==> config.mk <==
export PLATFORM = sky130hd
export DESIGN_NAME = aud_i2s_rx
export DESIGN_NICKNAME = d
export VERILOG_FILES = /design/src/rtl/aud_i2s_rx.sv
export SDC_FILE = /design/constraint.sdc
export NUM_CORES = 1
export LEC_CHECK = 0
export CAP_MARGIN = 10
export CORE_MARGIN = 3
export CORE_UTILIZATION = 25
export CTS_CLUSTER_SIZE = 25
export DETAILED_ROUTE_END_ITERATION = 12
export GPL_ROUTABILITY_DRIVEN = 0
export PLACE_DENSITY_LB_ADDON = 0.1
export SYNTH_ARGS = -nofsm -noshare
export SYNTH_HDL_FRONTEND = slang
export SYNTH_SLANG_ARGS = --single-unit
==> constraint.sdc <==
create_clock -name i_clk -period 6.7 [get_ports i_clk]
set_clock_uncertainty 0.2 [all_clocks]
set_input_delay 1.675 -clock i_clk [delete_from_list [all_inputs] [get_ports i_clk]]
set_output_delay 1.675 -clock i_clk [all_outputs]
set_load 0.02 [all_outputs]
==> src/rtl/aud_i2s_rx.sv <==
// I2S ADC receiver: synchronizes the codec bit/word clocks and data, deserializes left/right words
// and presents them as a held pair with a valid/ready handshake. Define AUD_I2S_RX_OVR_CNT_EN for o_ovr_cnt.
module aud_i2s_rx #(
  parameter int DATA_W      = 16,
  parameter int SYNC_STAGES = 2
) (
  input  logic              i_clk,
  input  logic              i_rst_n,
  input  logic              i_en,
  input  logic              i_aud_bclk,
  input  logic              i_aud_adclrck,
  input  logic              i_aud_adcdat,
  output logic [DATA_W-1:0] o_left,
  output logic [DATA_W-1:0] o_right,
  output logic              o_valid,
  input  logic              i_ready,
  output logic              o_overrun
`ifdef AUD_I2S_RX_OVR_CNT_EN
  ,
  output logic [15:0]       o_ovr_cnt
`endif
);

  localparam int CNT_W = (DATA_W > 2) ? $clog2(DATA_W) : 1;
  localparam logic [CNT_W-1:0] LAST_BIT = CNT_W'(DATA_W - 1);

  typedef enum logic [1:0] {IDLE, SKIP, SHIFT, PAD} state_t;

  // Synchronizers: bit 0 = bclk, bit 1 = lrck, bit 2 = data
  logic [2:0] pin_vec;
  logic [2:0] sync_vec;
  assign pin_vec = {i_aud_adcdat, i_aud_adclrck, i_aud_bclk};

  for (genvar gi = 0; gi < 3; gi++) begin : g_sync
    logic [SYNC_STAGES-1:0] chain_reg;
    always_ff @(posedge i_clk or negedge i_rst_n) begin
      if (!i_rst_n) begin
        chain_reg <= '0;
      end else begin
        chain_reg <= {chain_reg[SYNC_STAGES-2:0], pin_vec[gi]};
      end
    end
    assign sync_vec[gi] = chain_reg[SYNC_STAGES-1];
  end

  logic bclk_s;
  logic lrck_s;
  logic dat_s;
  assign bclk_s = sync_vec[0];
  assign lrck_s = sync_vec[1];
  assign dat_s  = sync_vec[2];

  logic bclk_d_reg;
  logic lrck_last_reg;
  logic bclk_rise;
  logic lrck_chg;

  assign bclk_rise = bclk_s & ~bclk_d_reg;
  assign lrck_chg  = bclk_rise & (lrck_s != lrck_last_reg);

  // lrck is tracked even while disabled so re-enabling mid-word never fakes a boundary
  always_ff @(posedge i_clk or negedge i_rst_n) begin
    if (!i_rst_n) begin
      bclk_d_reg    <= 1'b0;
      lrck_last_reg <= 1'b0;
    end else begin
      bclk_d_reg <= bclk_s;
      if (bclk_rise) begin
        lrck_last_reg <= lrck_s;
      end
    end
  end

  state_t              state_reg, state_next;
  logic                chan_reg, chan_next;
  logic [CNT_W-1:0]    bit_cnt_reg, bit_cnt_next;
  logic [DATA_W-1:0]   shift_reg, shift_next;
  logic [DATA_W-1:0]   left_word_reg, left_word_next;
  logic                left_have_reg, left_have_next;
  logic [DATA_W-1:0]   pair_right_reg, pair_right_next;
  logic                pair_done_reg, pair_done_next;
  logic [DATA_W-1:0]   word_in;

  always_ff @(posedge i_clk or negedge i_rst_n) begin
    if (!i_rst_n) begin
      state_reg      <= IDLE;
      chan_reg       <= 1'b0;
      bit_cnt_reg    <= '0;
      shift_reg      <= '0;
      left_word_reg  <= '0;
      left_have_reg  <= 1'b0;
      pair_right_reg <= '0;
      pair_done_reg  <= 1'b0;
    end else begin
      state_reg      <= state_next;
      chan_reg       <= chan_next;
      bit_cnt_reg    <= bit_cnt_next;
      shift_reg      <= shift_next;
      left_word_reg  <= left_word_next;
      left_have_reg  <= left_have_next;
      pair_right_reg <= pair_right_next;
      pair_done_reg  <= pair_done_next;
    end
  end

  always_comb begin
    state_next      = state_reg;
    chan_next       = chan_reg;
    bit_cnt_next    = bit_cnt_reg;
    shift_next      = shift_reg;
    left_word_next  = left_word_reg;
    left_have_next  = left_have_reg;
    pair_right_next = pair_right_reg;
    pair_done_next  = 1'b0;
    word_in         = {shift_reg[DATA_W-2:0], dat_s};

    if (!i_en) begin
      state_next     = IDLE;
      left_have_next = 1'b0;
      bit_cnt_next   = '0;
    end else if (lrck_chg) begin
      // Any word boundary restarts reception; a new left channel opens a new frame
      state_next   = SKIP;
      chan_next    = lrck_s;
      bit_cnt_next = '0;
      if (!lrck_s) begin
        left_have_next = 1'b0;
      end
    end else if (bclk_rise) begin
      case (state_reg)
        SKIP: begin
          state_next   = SHIFT;
          bit_cnt_next = '0;
        end
        SHIFT: begin
          shift_next = word_in;
          if (bit_cnt_reg == LAST_BIT) begin
            state_next = PAD;
            if (!chan_reg) begin
              left_word_next = word_in;
              left_have_next = 1'b1;
            end else if (left_have_reg) begin
              pair_right_next = word_in;
              pair_done_next  = 1'b1;
              left_have_next  = 1'b0;
            end
          end else begin
            bit_cnt_next = bit_cnt_reg + 1'b1;
          end
        end
        default: begin
        end
      endcase
    end
  end

  logic [DATA_W-1:0] left_out_reg;
  logic [DATA_W-1:0] right_out_reg;
  logic              valid_reg;
  logic              overrun_reg;

  // A completing pair wins over a plain handshake; it is dropped only when the held pair is stuck
  always_ff @(posedge i_clk or negedge i_rst_n) begin
    if (!i_rst_n) begin
      left_out_reg  <= '0;
      right_out_reg <= '0;
      valid_reg     <= 1'b0;
      overrun_reg   <= 1'b0;
    end else begin
      overrun_reg <= 1'b0;
      if (pair_done_reg) begin
        if (valid_reg && !i_ready) begin
          overrun_reg <= 1'b1;
        end else begin
          left_out_reg  <= left_word_reg;
          right_out_reg <= pair_right_reg;
          valid_reg     <= 1'b1;
        end
      end else if (valid_reg && i_ready) begin
        valid_reg <= 1'b0;
      end
    end
  end

  assign o_left    = left_out_reg;
  assign o_right   = right_out_reg;
  assign o_valid   = valid_reg;
  assign o_overrun = overrun_reg;

`ifdef AUD_I2S_RX_OVR_CNT_EN
  logic [15:0] ovr_cnt_reg;

  always_ff @(posedge i_clk or negedge i_rst_n) begin
    if (!i_rst_n) begin
      ovr_cnt_reg <= '0;
    end else if (overrun_reg && (ovr_cnt_reg != 16'hFFFF)) begin
      ovr_cnt_reg <= ovr_cnt_reg + 16'd1;
    end
  end

  assign o_ovr_cnt = ovr_cnt_reg;
`endif

endmodule

==> metrics.txt <==
WL/cell 14.7 µm; via count between 2,000 and 2,500; fmax ~280 MHz; syn_area_per_cell approximately 16 µm²; RSZ-0062 raised after global routing false; die area approximately 17,000 µm²; register bit total from synthesis between 90 and 100; post-synth cell types 34; cell taking the most area after synthesis dfrtp_1; data required time of the worst path 6.72 ns; first-pass GRT wire length 11,900 µm; hold slack ~0.15 ns; setup TNS 0 ns; clk sinks roughly 100; Fin. Hold Viols 0; TritonCTS clock tree done; Non-Filler Instances roughly 470; maximum fanout along the worst path 17; Rows 44; Post-DRT Antenna Nets 0; Area contributors post-synth dfrtp_1 65%, mux2_2 23%, nand2_1 1.2%, nor3_4 0.86%, a21oi_1 0.80%; Yosys warnings 0; layout cell share with drive strength beyond 1 0.346; # placed instances between 400 and 500; Syn-to-layout area delta 23.4%; Lkg Pwr 2.23 nW; vias per cell about 4.4; worst min-delay path class flip-flop to flip-flop; port bufs 40; Area after DPL 4350 µm²; DRC viols 0; syn_nets 252; Worst Setup End Kind flip-flop; initial core utilization 0.257; pwr/cell area between 200 and 300 nW/µm²; GR Util All Layers 0.0941; hold buffer count at cts 0; Slew Limit Headroom 0.396; Yosys top cell area share 0.651; DRT Pass-1 Iters 4; post_cts resized 0; outcome completed; clk buf depth 2; nets@finish 296; Worst-Margin Slew 0.902 ns; Setup CP Type input pin to flip-flop; max_cap viols 0; CTS root buffer clkbuf_16; die height around 130 µm; later-pin clock latency in the skew report approximately 0.34 ns; Die Span X approximately 130 µm; DPL Wire Length 4360 µm; Core Footprint between 10,000 and 15,000 µm²; final core occ 0.318; Worst-path clk slew about 0.060 ns; cell area after layout around 4700 µm²; H-tree Lvls 3; remaining global-route overflow 0; io pins slightly above 40; largest net degree at the start of global routing 71; Final setup viols 0; CP arrival around 3.6 ns; Post-CTS Setup Repair Bufs 0; Post-Syn Area about 3800 µm²; Max IR drop VDD around 0.094 mV; vias in the first global route 2,193; initial antenna violation count 0; Tmin final 3.62 ns; CTS buffer count 9; max-slew violations 0; diode count 0; Seq/Total Area, Yosys 0.651; Detailed Route WL about 7000 µm; period utilisation layout 0.540; Starting DRT DRC Count between 50 and 60; Post-Syn Instances 243; Critical Path Start Type input pin
-- per-stage QoR --
step / worst slack (ns) / power, W
final: 3.08 / 0.00119
after global routing: 2.91 / 0.00124
after CTS: 3.03 / 0.00121
after detailed placement: 2.65 / 0.000668
after global placement: 2.70 / 0.000668
after floorplan: 3.59 / 0.000645
-- power breakdown --
part | total [W] | leakage (nW) | internal (W) | switching (W)
combinational | 0.0000446 | 0.741 | 0.0000165 | 0.0000281
sequential | 0.000611 | 1.34 | 0.000601 | 0.00000917
clock | 0.000533 | 0.141 | 0.000321 | 0.000211
-- layout by cell type (no fill, tap or decap), types with 2 or more instances in the layout --
| cell | Yosys | routed |
|---|---|---|
| a21oi_1 | 6 | 6 |
| mux2_2 | 78 | 78 |
| inv_1 | 2 | 2 |
| nor2b_1 | 2 | 2 |
| nand2_1 | 12 | 12 |
| nand3_1 | 2 | 2 |
| nor3_1 | 3 | 3 |
| clkdlybuf4s50_1 | 0 | 39 |
| o21ai_0 | 3 | 3 |
| nor3_4 | 2 | 2 |
| buf_4 | 1 | 3 |
| a31oi_1 | 3 | 3 |
| clkbuf_16 | 0 | 9 |
| nor2_1 | 3 | 3 |
| dfrtp_1 | 98 | 98 |
| nand2b_1 | 2 | 2 |
| bufinv_16 | 0 | 2 |
| ha_1 | 2 | 2 |
-- cell usage after synthesis --
| master | count |
|---|---|
| nand3_1 | 2 |
| buf_4 | 1 |
| a21boi_0 | 1 |
| nand2_1 | 12 |
| o211ai_1 | 1 |
| o21ai_0 | 3 |
| inv_1 | 2 |
| dfrtp_1 | 98 |
| xor2_1 | 1 |
| ha_1 | 2 |
| nand4_1 | 1 |
| a31oi_1 | 3 |
| o211ai_2 | 1 |
| o211a_1 | 1 |
| a31o_2 | 1 |
| buf_1 | 3 |
| nor2_1 | 3 |
| nor3_4 | 2 |
| nand2b_1 | 2 |
| o22ai_1 | 1 |
| buf_2 | 3 |
| a2bb2oi_2 | 1 |
| nand2_2 | 1 |
| nor3_1 | 3 |
| a32o_1 | 1 |
| nor2b_1 | 2 |
| mux2_2 | 78 |
| and3_1 | 1 |
| xnor2_1 | 1 |
| a21oi_1 | 6 |
| a21boi_2 | 1 |
| mux2_1 | 1 |
| and4_1 | 1 |
| buf_6 | 2 |
-- final timing paths --
path,start,endpoint,slack [ns],depth (start not counted)
max,i_en,left_word_reg[7],3.08,4
min reg2reg,g_sync[1].chain_reg[0],g_sync[1].chain_reg[1],0.15,0
min,g_sync[1].chain_reg[0],g_sync[1].chain_reg[1],0.15,0
min in group asynchronous,i_rst_n,o_right[12],1.05,1
max in group asynchronous,i_rst_n,lrck_last_reg,4.01,2
max reg2reg,state_reg[0],left_word_reg[7],4.14,6
-- area by class of cell --
cell class / instances / area (µm²)
clock inverters: 3 / 67.6
multi-input cells: 134 / 1250
repair buffers: 42 / 413
inverters: 2 / 7.51
clock buffers: 10 / 229
flip-flops and latches: 98 / 2450
fillers: 1487 / 9990
well taps: 184 / 230
-- critical path, cell delays in order --
cell             delay (ns)
clkdlybuf4s50_1        0.66
o211ai_2               0.21
nor3_4                 0.67
mux2_2                 0.41
-- routing by layer --
layer	vias to the layer above	share of wire	wire length, µm	track usage
met2	40	0.44	3070	0.137
met4	0	0.026	178	0.0519
li1	951	-	-	-
met5	-	0	0	0
met1	1056	0.49	3430	0.127
met3	13	0.044	305	0.0262
-- cells by family (layout without fill, tap and decap cells) --
group,after synthesis,after routing,share of synthesized area
AO/OA/AOI/OAI,21,21,0.0405
XOR/XNOR,2,2,0.00465
adder cells (fa/ha/maj),2,2,0.00664
buffers and inverters,11,57,0.0169
flip-flops,98,98,0.651
multiplexers,79,79,0.236
AND/OR/NAND/NOR,30,30,0.0442
Note: power is estimated with default switching activity, not from simulation.
